$ cat config.mk
export PLATFORM = sky130hd
export DESIGN_NAME = portb_int_ctrl
export DESIGN_NICKNAME = d
export VERILOG_FILES = /design/src/rtl/portb_int_ctrl.sv
export SDC_FILE = /design/constraint.sdc
export NUM_CORES = 1
export LEC_CHECK = 0
export BUFFER_PORTS_ARGS = -buffer_cell sky130_fd_sc_hd__buf_4
export CORE_ASPECT_RATIO = 0.9
export CORE_MARGIN = 1
export CORE_UTILIZATION = 35
export DETAILED_ROUTE_END_ITERATION = 6
export HOLD_SLACK_MARGIN = 0.02
export SYNTH_ARGS = -nofsm -noshare
export SYNTH_HDL_FRONTEND = slang
export SYNTH_SLANG_ARGS = --single-unit
$ cat constraint.sdc
create_clock -name clk -period 2.55 [get_ports clk]
set_clock_uncertainty 0.05 [all_clocks]
set_input_delay 0.3825 -clock clk [delete_from_list [all_inputs] [get_ports clk]]
set_output_delay 0.3825 -clock clk [all_outputs]
set_load 0.02 [all_outputs]
$ cat src/rtl/portb_int_ctrl.sv
// PORTB interrupt controller: pin synchronizer, RB0/INT edge detector and
// RB7:RB4 interrupt-on-change detector, with INTCON flag registers and a
// wake-from-SLEEP pulse.
//
// After reset, a priming window of SYNC_STAGES+1 cycles lets the synchronizer
// fill with real pin data. During that window the edge and change reference
// registers just follow pin_sync, so stale reset zeros can never look like an
// edge or a change once detection is enabled.
//
// SYNC_STAGES legal range is 2..4.

module portb_int_ctrl #(
  parameter int unsigned SYNC_STAGES = 2
) (
  input  logic       clk,
  input  logic       rst,
  input  logic [7:0] pin_in,
  output logic [7:0] pin_sync,
  input  logic [7:0] tris,
  input  logic       intedg,
  input  logic       portb_rd,
  input  logic       portb_wr,
  input  logic       intf_wr_en,
  input  logic       intf_in,
  input  logic       rbif_wr_en,
  input  logic       rbif_in,
  output logic       intf,
  output logic       rbif,
  output logic       wake
);

  // Wide enough to hold the terminal count SYNC_STAGES.
  localparam int unsigned CntW = $clog2(SYNC_STAGES + 1);

  typedef enum logic {
    StPrime,
    StRun
  } prime_state_e;

  // Synchronizer chain; stage 0 samples the raw pins.
  logic [7:0]      sync_q [SYNC_STAGES];

  // Priming state.
  prime_state_e    prime_state_q;
  logic [CntW-1:0] prime_cnt_q;
  logic            primed;

  // Edge / change reference registers.
  logic            prev0_q;
  logic [3:0]      ref_q;
  logic [3:0]      ref_d;

  // Detection.
  logic            int_evt;
  logic            rb_evt;
  logic [3:0]      mismatch;

  // Flags and wake.
  logic            intf_q;
  logic            intf_d;
  logic            rbif_q;
  logic            rbif_d;
  logic            wake_q;
  logic            wake_d;

  // TRISB bits 3:1 play no role in interrupt generation.
  logic            unused_tris;
  assign unused_tris = ^tris[3:1];

  // ---------------------------------------------------------------------------
  // Synchronizer
  // ---------------------------------------------------------------------------

  // Shift raw pin levels through the metastability chain.
  always_ff @(posedge clk) begin
    if (rst) begin
      for (int unsigned i = 0; i < SYNC_STAGES; i++) begin
        sync_q[i] <= '0;
      end
    end else begin
      sync_q[0] <= pin_in;
      for (int unsigned i = 1; i < SYNC_STAGES; i++) begin
        sync_q[i] <= sync_q[i-1];
      end
    end
  end

  assign pin_sync = sync_q[SYNC_STAGES-1];

  // ---------------------------------------------------------------------------
  // Priming FSM
  // ---------------------------------------------------------------------------

  // Count SYNC_STAGES+1 cycles after reset, then stay in StRun until reset.
  always_ff @(posedge clk) begin
    if (rst) begin
      prime_state_q <= StPrime;
      prime_cnt_q   <= '0;
    end else begin
      unique case (prime_state_q)
        StPrime: begin
          if (prime_cnt_q == CntW'(SYNC_STAGES)) begin
            prime_state_q <= StRun;
          end else begin
            prime_cnt_q <= prime_cnt_q + CntW'(1);
          end
        end
        StRun: begin
          prime_state_q <= StRun;
        end
        default: begin
          prime_state_q <= StPrime;
        end
      endcase
    end
  end

  assign primed = (prime_state_q == StRun);

  // ---------------------------------------------------------------------------
  // Event detection
  // ---------------------------------------------------------------------------

  // INT edge uses only the registered previous sample and the current level,
  // so toggling intedg alone can never fabricate an edge.
  always_comb begin
    int_evt = 1'b0;
    if (primed && tris[0]) begin
      if (intedg) begin
        int_evt = ~prev0_q & pin_sync[0];
      end else begin
        int_evt = prev0_q & ~pin_sync[0];
      end
    end
  end

  // Change detection against the last latched reference; output bits masked.
  always_comb begin
    mismatch = (pin_sync[7:4] ^ ref_q) & tris[7:4];
    rb_evt   = primed & (|mismatch);
  end

  // Reference follows pin_sync while priming and on any PORTB access.
  always_comb begin
    ref_d = ref_q;
    if (!primed || portb_rd || portb_wr) begin
      ref_d = pin_sync[7:4];
    end
  end

  // Previous RB0 sample and change reference registers.
  always_ff @(posedge clk) begin
    if (rst) begin
      prev0_q <= 1'b0;
      ref_q   <= '0;
    end else begin
      prev0_q <= pin_sync[0];
      ref_q   <= ref_d;
    end
  end

  // ---------------------------------------------------------------------------
  // Flags and wake
  // ---------------------------------------------------------------------------

  // Hardware set wins over a same-cycle software write. Wake only fires when
  // hardware is the cause of a 0->1 flag transition.
  always_comb begin
    intf_d = intf_q;
    if (int_evt) begin
      intf_d = 1'b1;
    end else if (intf_wr_en) begin
      intf_d = intf_in;
    end

    rbif_d = rbif_q;
    if (rb_evt) begin
      rbif_d = 1'b1;
    end else if (rbif_wr_en) begin
      rbif_d = rbif_in;
    end

    wake_d = (int_evt & ~intf_q) | (rb_evt & ~rbif_q);
  end

  // Flag and wake registers.
  always_ff @(posedge clk) begin
    if (rst) begin
      intf_q <= 1'b0;
      rbif_q <= 1'b0;
      wake_q <= 1'b0;
    end else begin
      intf_q <= intf_d;
      rbif_q <= rbif_d;
      wake_q <= wake_d;
    end
  end

  assign intf = intf_q;
  assign rbif = rbif_q;
  assign wake = wake_q;

endmodule

==> results of run 1 <==
==> final timing paths <==
path / startpoint / endpoint / slack [ps] / cells after the start
hold reg to reg: sync_q[0][5]$_SDFF_PP0_ / sync_q[0][13]$_SDFF_PP0_ / 400 / 1
setup / recovery: sync_q[0][12]$_SDFF_PP0_ / pin_sync[4] / 1260 / 1
hold / removal: pin_in[1] / sync_q[0][1]$_SDFF_PP0_ / 220 / 2
setup reg to reg: prime_cnt_q[0]$_SDFFE_PP0P_ / prime_cnt_q[1]$_SDFFE_PP0P_ / 1270 / 5
==> cell type report <==
cell class	count	area share
inverter	1	0.00305
multi-input combinational	52	0.302
tap	38	0.0386
sequential	27	0.439
timing repair buffer	32	0.195
clock inverter	1	0.00407
clock buffer	3	0.0183
==> cell families after synthesis <==
group,after synthesis,synth area share
buffers and inverters,12,0.0784
AOI/OAI and AO/OA,7,0.0518
DFF,27,0.546
adders and majority gates,1,0.0126
xor gates and xnor gates,5,0.0442
muxes,6,0.0607
and+or+nand+nor,33,0.206
==> placed cells by master, fill, tap and decap left out, drive strengths merged <==
master	count
clkbuf	3
or2	1
mux2i	6
nand2	2
o2bb2ai	2
a21oi	1
nand3	1
ha	1
inv	1
xnor2	1
dfxtp	27
xor2	4
a22oi	2
o22ai	1
nor3b	2
nand2b	1
clkinv	1
nor2b	18
buf	32
nor2	8
a211oi	1
==> report_power, final <==
part / leakage [nW] / total, mW / internal (mW) / switching (mW)
clock network: 0.0177 / 0.175 / 0.0586 / 0.117
registers: 0.223 / 0.480 / 0.458 / 0.0217
logic: 0.304 / 0.147 / 0.0802 / 0.0664
total: 0.544 / 0.802 / 0.597 / 0.205
==> stage by stage <==
| step | instances | total power [mW] |
|---|---|---|
| final | 154 | 0.802 |
| after floorplan | 91 | 0.588 |
| after detailed placement | 150 | 0.637 |
| after CTS | 154 | 0.817 |
| after global placement | 150 | 0.628 |
| after global routing | 154 | 0.857 |
==> flip-flops by register name (all words and copies together), names as in the netlist <==
register       count
ref_q              4
rbif               1
intf               1
wake               1
prime_state_q      1
sync_q            16
prev0_q            1
prime_cnt_q        2
==> per-layer routing <==
layer  GRT usage  vias up
met5           0        -
li1            -      334
met2       0.193       23
met1       0.127      281
met3      0.0247        2
met4      0.0595        0
==> reports/results.ini, run 1 <==
[status]
run_status = finished with violations
violations = design-rule violations

[sta]
fin_crit_sh = 0.507
fmax_mhz = 774
tightest_slew_ps = 340
setup-tns-final_ps = 0
slew_violations = 0
whs_ps = 218
rsz0062_at_grt = no
hold_violations = 0
setup-violations-final = 0
post-route-min-period_ps = 1290
relSlewSlack = 0.773
worst_slack_ps = 1260

[setup_path]
cp-end-kind = primary output
crit_slowest_cell = dfxtp_1
slowest_delay_ps = 400
path_max_fanout = 3
critPathBufInv = 1
start_kind = register
crit_required_ps = 2120
worstPathArrival_ps = 860
path_cells = buf_4
crit_type = register to primary output
critical_path.top_delay_family = flip-flops

[die]
start_util = 0.385
dieArea_um2 = 3040
die_w_um = 58.1
io_pins = 36
die_h_um = 52.4
rows = 17
core_area_um2 = 2570

[placed_design]
portBuffers = 32
dpl_worst_slack_ps = 1200
hpwl_um = 1020
dpl_cell_area_um2 = 1200
routabilityCongestion = 0.645

[power]
p_leak_nw = 0.544
power_density_nw_per_um2 = 651
irDropWorstVdd_uv = 314

[route]
postRouteAntennaNets = 0
drcViolationCount = 3
routed_via_density = 4.16
firstDrtPassIters = 5
wl_um = 1420
dr_wl_met2_um = 653
vias = 640
detail_route.wl_per_cell_um = 9.23
wl_met3_um = 114
drt-initial-drc-count = 9
wl_met1_um = 640
maxUsedRoutingLayer = met4

[grt]
grt_pass1_vias = 635
antenna_found_initial = 0
grt_pass1_wl_um = 2530
grt-ovfl-total = 0
grt_max_degree = 30
grt_use_total = 0.111

[final_layout]
num_antenna_cells = 0
synthToLayoutAreaGrowth_pct = 24.4
finalInstanceArea_um2 = 1230
n_fill_cell = 254
drive_above_1_share = 0.353
post-route-util = 0.478
nets = 143
multi_input_area_um2 = 372
seq_area_um2 = 541

[yosys]
synth.area.top_cells = dfxtp_1 55%, nor2b_1 11%, mux2i_1 6.1%, buf_4 6.1%, xor2_1 3.5%
yosys_most_used_dff = dfxtp_1
avgSynthCellArea_um2 = 10.9
syn_nets = 117
yosys.area.top_type = dfxtp_1
async_reset_ff_frac = 0
synth_most_common_cell = dfxtp_1
yosys_warnings = 0
syn_inst = 91
synthTopCellsByCount = 27 x dfxtp_1, 18 x nor2b_1, 8 x buf_4
synth_edf_count = 0
synth-seq-area-share = 0.546
netlist_area_um2 = 990
synth_seq_cells = 27
netlist.area_leader.share = 0.546
synth_cell_types = 23

[clocking]
cts_hold_buffers = 0
clkLatencyLatePin_ps = 310
clock_sinks = 27
clk_pin_slew_worst_paths_ps = 140
post_cts.repair.setup_buffers = 0
cts-root-buf = clkbuf_4
h-tree-depth = 1
cts_resized = 0
cts_buffers = 3
cts_tree = yes
cts_buffer_depth = 2

[hold_path]
hold_path_class = primary input to register

[job]
cap_violations = 0

(Power assumes the default switching activity.)
==> run 2: changes to the inputs <==
- ABC_AREA: not set -> 1
- clock period: 2.55 -> 1.32 ns (I/O delays scaled with it)
==> run 2 against run 1 <==
  * The run now ends clean
  * Sequential share of layout area shrank 4.5 points
  * Non-clock buffer count is 9 higher
  * Routed wire length increased by 24%
  * Utilization rose by 1.3 points
  * Clock-buffer cell count unchanged
  * Flip-flop and latch count is the same
  * Synthesized cell count rose by 46%
  * Critical path depth rose by 2
  * Sequential power rose by 94%
  * Hold slack lost 110 ps
  * Critical path type is now register to register
  * Highest routed layer unchanged
==> reports/results.ini, run 2 <==
[final_layout]
num_antenna_cells = 0  ; unchanged
final_common_cell = buf_4
drive_above_1_share = 0.247  ; -0.106
largest_registers = sync_q (16), ref_q (4), prime_cnt_q (2)
fin_cells = 206  ; +34%
largest_reg_flops = 16  ; unchanged
final_cell_mix = 33 x buf_4, 28 x inv_1, 28 x nor2_1, 27 x dfxtp_1, 14 x nand2_1
synthToLayoutAreaGrowth_pct = 31.4
regMostFlops = sync_q
nets = 193  ; +35%

[die]
die_h_um = 53.8  ; +2.6%
core_area_um2 = 2790  ; +8.5%
die_w_um = 59.6  ; +2.7%
io_pins = 36  ; unchanged
start_util = 0.374  ; -0.0104
rows = 18  ; +1
dieArea_um2 = 3210  ; +5.4%

[yosys]
synth_most_common_cell = nor2_1
synth.area.top_cells = dfxtp_1 52%, nor2_1 10%, inv_1 10%, buf_4 5.7%, nand2_1 5.0%
synth_cell_types = 18  ; -22%
yosys.area.top_type = dfxtp_1
synth_edf_count = 0  ; unchanged
avgSynthCellArea_um2 = 7.86  ; -28%
syn_inst = 133  ; +46%
synth-seq-area-share = 0.517  ; -0.0288
synthTopCellsByCount = 29 x nor2_1, 28 x inv_1, 27 x dfxtp_1
netlist.area_leader.share = 0.517  ; -0.0288
synth_seq_cells = 27  ; unchanged
yosys_warnings = 0  ; unchanged
async_reset_ff_frac = 0  ; unchanged
yosys_most_used_dff = dfxtp_1
syn_nets = 159  ; +36%
netlist_area_um2 = 1040  ; +5.6%

[route]
wl_um = 1760  ; +24%
drt-initial-drc-count = 12  ; +3
postRouteAntennaNets = 0  ; unchanged
drcViolationCount = 0  ; -3
firstDrtPassIters = 4  ; -1
vias = 829  ; +30%
routed_via_density = 4.02  ; -3.2%
detail_route.wl_per_cell_um = 8.53  ; -7.6%

[power]
irDropWorstVdd_uv = 528  ; +68%
power_density_nw_per_um2 = 1170  ; +80%
p_leak_nw = 0.688  ; +27%
totalPowerFinal_mw = 1.60  ; +100%

[sta]
post-route-min-period_ps = 1150
setup-tns-final_ps = 0  ; unchanged
slew_violations = 0  ; unchanged
worst_slack_ps = 168  ; -1090 ps
hold_violations = 0  ; unchanged
tightest_slew_ps = 273  ; -66.5 ps
setup-violations-final = 0  ; unchanged
fin_crit_sh = 0.872
rsz0062_at_grt = no
fmax_mhz = 868
relSlewSlack = 0.818  ; +0.0446

[clocking]
cts-root-buf = clkbuf_4
clkLatencyLatePin_ps = 320  ; about the same
cts_tree = yes
clock_sinks = 27  ; unchanged
post_cts.repair.setup_buffers = 0  ; unchanged
cts_buffers = 3  ; unchanged
cts_buffer_depth = 2  ; unchanged
h-tree-depth = 1  ; unchanged
clk_pin_slew_worst_paths_ps = 140  ; about the same

[placed_design]
hpwl_um = 1210  ; +20%
dpl_worst_slack_ps = 87.2  ; -1110 ps
routabilityCongestion = 0.725  ; +12%
dp.cells = 194  ; +29%
portBuffers = 32  ; unchanged

[hold_path]
hold_path_class = primary input to register

[job]
cap_violations = 0  ; unchanged

[grt]
grt_pass1_wl_um = 2750  ; +8.8%
grt-ovfl-total = 0  ; unchanged
antenna_found_initial = 0  ; unchanged
grt_use_total = 0.118  ; +0.00651
grt_max_degree = 28  ; -6.7%
grt_pass1_vias = 712  ; +12%

[setup_path]
crit_slowest_cell = or3b_4
r2r_slack_ps = 170  ; -1100 ps
worstPathArrival_ps = 1320  ; +460 ps
crit_type = register to register
critPathBufInv = 0  ; -1
crit_required_ps = 1490  ; -630 ps
critical_path.top_delay_family = simple AND/OR/NAND/NOR gates
start_kind = register
cp-end-kind = register
path_max_fanout = 8  ; +5
slowest_delay_ps = 440  ; +40 ps
path_cells = or3b_4 -> nor2_1 -> nor3b_2

[status]
run_status = finished, final reports clean

[run 2: cell types whose count changed after synthesis, moves of 6 or more]
cell,delta
nor2_1,+25
a21oi_1,+7
nor2b_1,-18
mux2i_1,-6
inv_1,+27
nand2_1,+12
[run 2: worst paths after layout]
check | startpoint | end | depth (start not counted)
setup / recovery | prime_state_q$_SDFF_PP0_ | ref_q[2]$_SDFFE_PP0P_ | 3
hold / removal | intf_in | intf$_SDFFE_PP0P_ | 3
setup reg to reg | prime_state_q$_SDFF_PP0_ | ref_q[2]$_SDFFE_PP0P_ | 3
hold reg to reg | sync_q[0][4]$_SDFF_PP0_ | sync_q[0][12]$_SDFF_PP0_ | 2
[run 2: cell families (layout without fill, tap and decap cells)]
kind of cell,after synthesis,after routing,synth area share
buffers and inverters,40,73,0.180
AOI/OAI and AO/OA,14,14,0.0790
and+or+nand+nor,51,51,0.212
DFF,27,27,0.517
adders and majority gates,1,1,0.0120
[run 2: area by class of cell]
type | count | area [um2]
Multi-Input combinational cell | 66 | 322
Timing Repair Buffer | 41 | 328
Inverter | 28 | 105
Sequential cell | 27 | 541
Clock buffer | 3 | 22.5
Fill cell | 309 | 1420
Tap cell | 40 | 50.0
Clock inverter | 1 | 5.00
[run 2: through the flow]
step	area, um2	utilization	hold slack, ps
2_1_floorplan	1040	-	255
3_3_place_gp	1260	0.451	342
3_5_place_dp	1260	0.451	345
4_1_cts	1370	0.490	93.6
5_1_grt	1370	0.491	102
6_report	1370	0.491	111
[run 2: timing repair]
item	CTS	global route
gates resized for setup	0	2
hold buffers	8	0
hold endpoints to repair	8	0
setup endpoints to repair	0	3
[run 2: metal layers]
metal  global-route usage  wire length, um
met5                    0                0
met4               0.0698               10
met3               0.0216               74
met2                0.217              889
met1                0.126              784
[run 2: tightest hold or removal path, stage by stage]
cell and delay [ps]:
buf_4 80, a21oi_1 50, a21oi_1 120
[run 2: power by group]
group,total (mW),internal (mW),switching (mW)
clock,0.346,0.113,0.233
sequential,0.929,0.889,0.0402
combinational,0.330,0.170,0.160
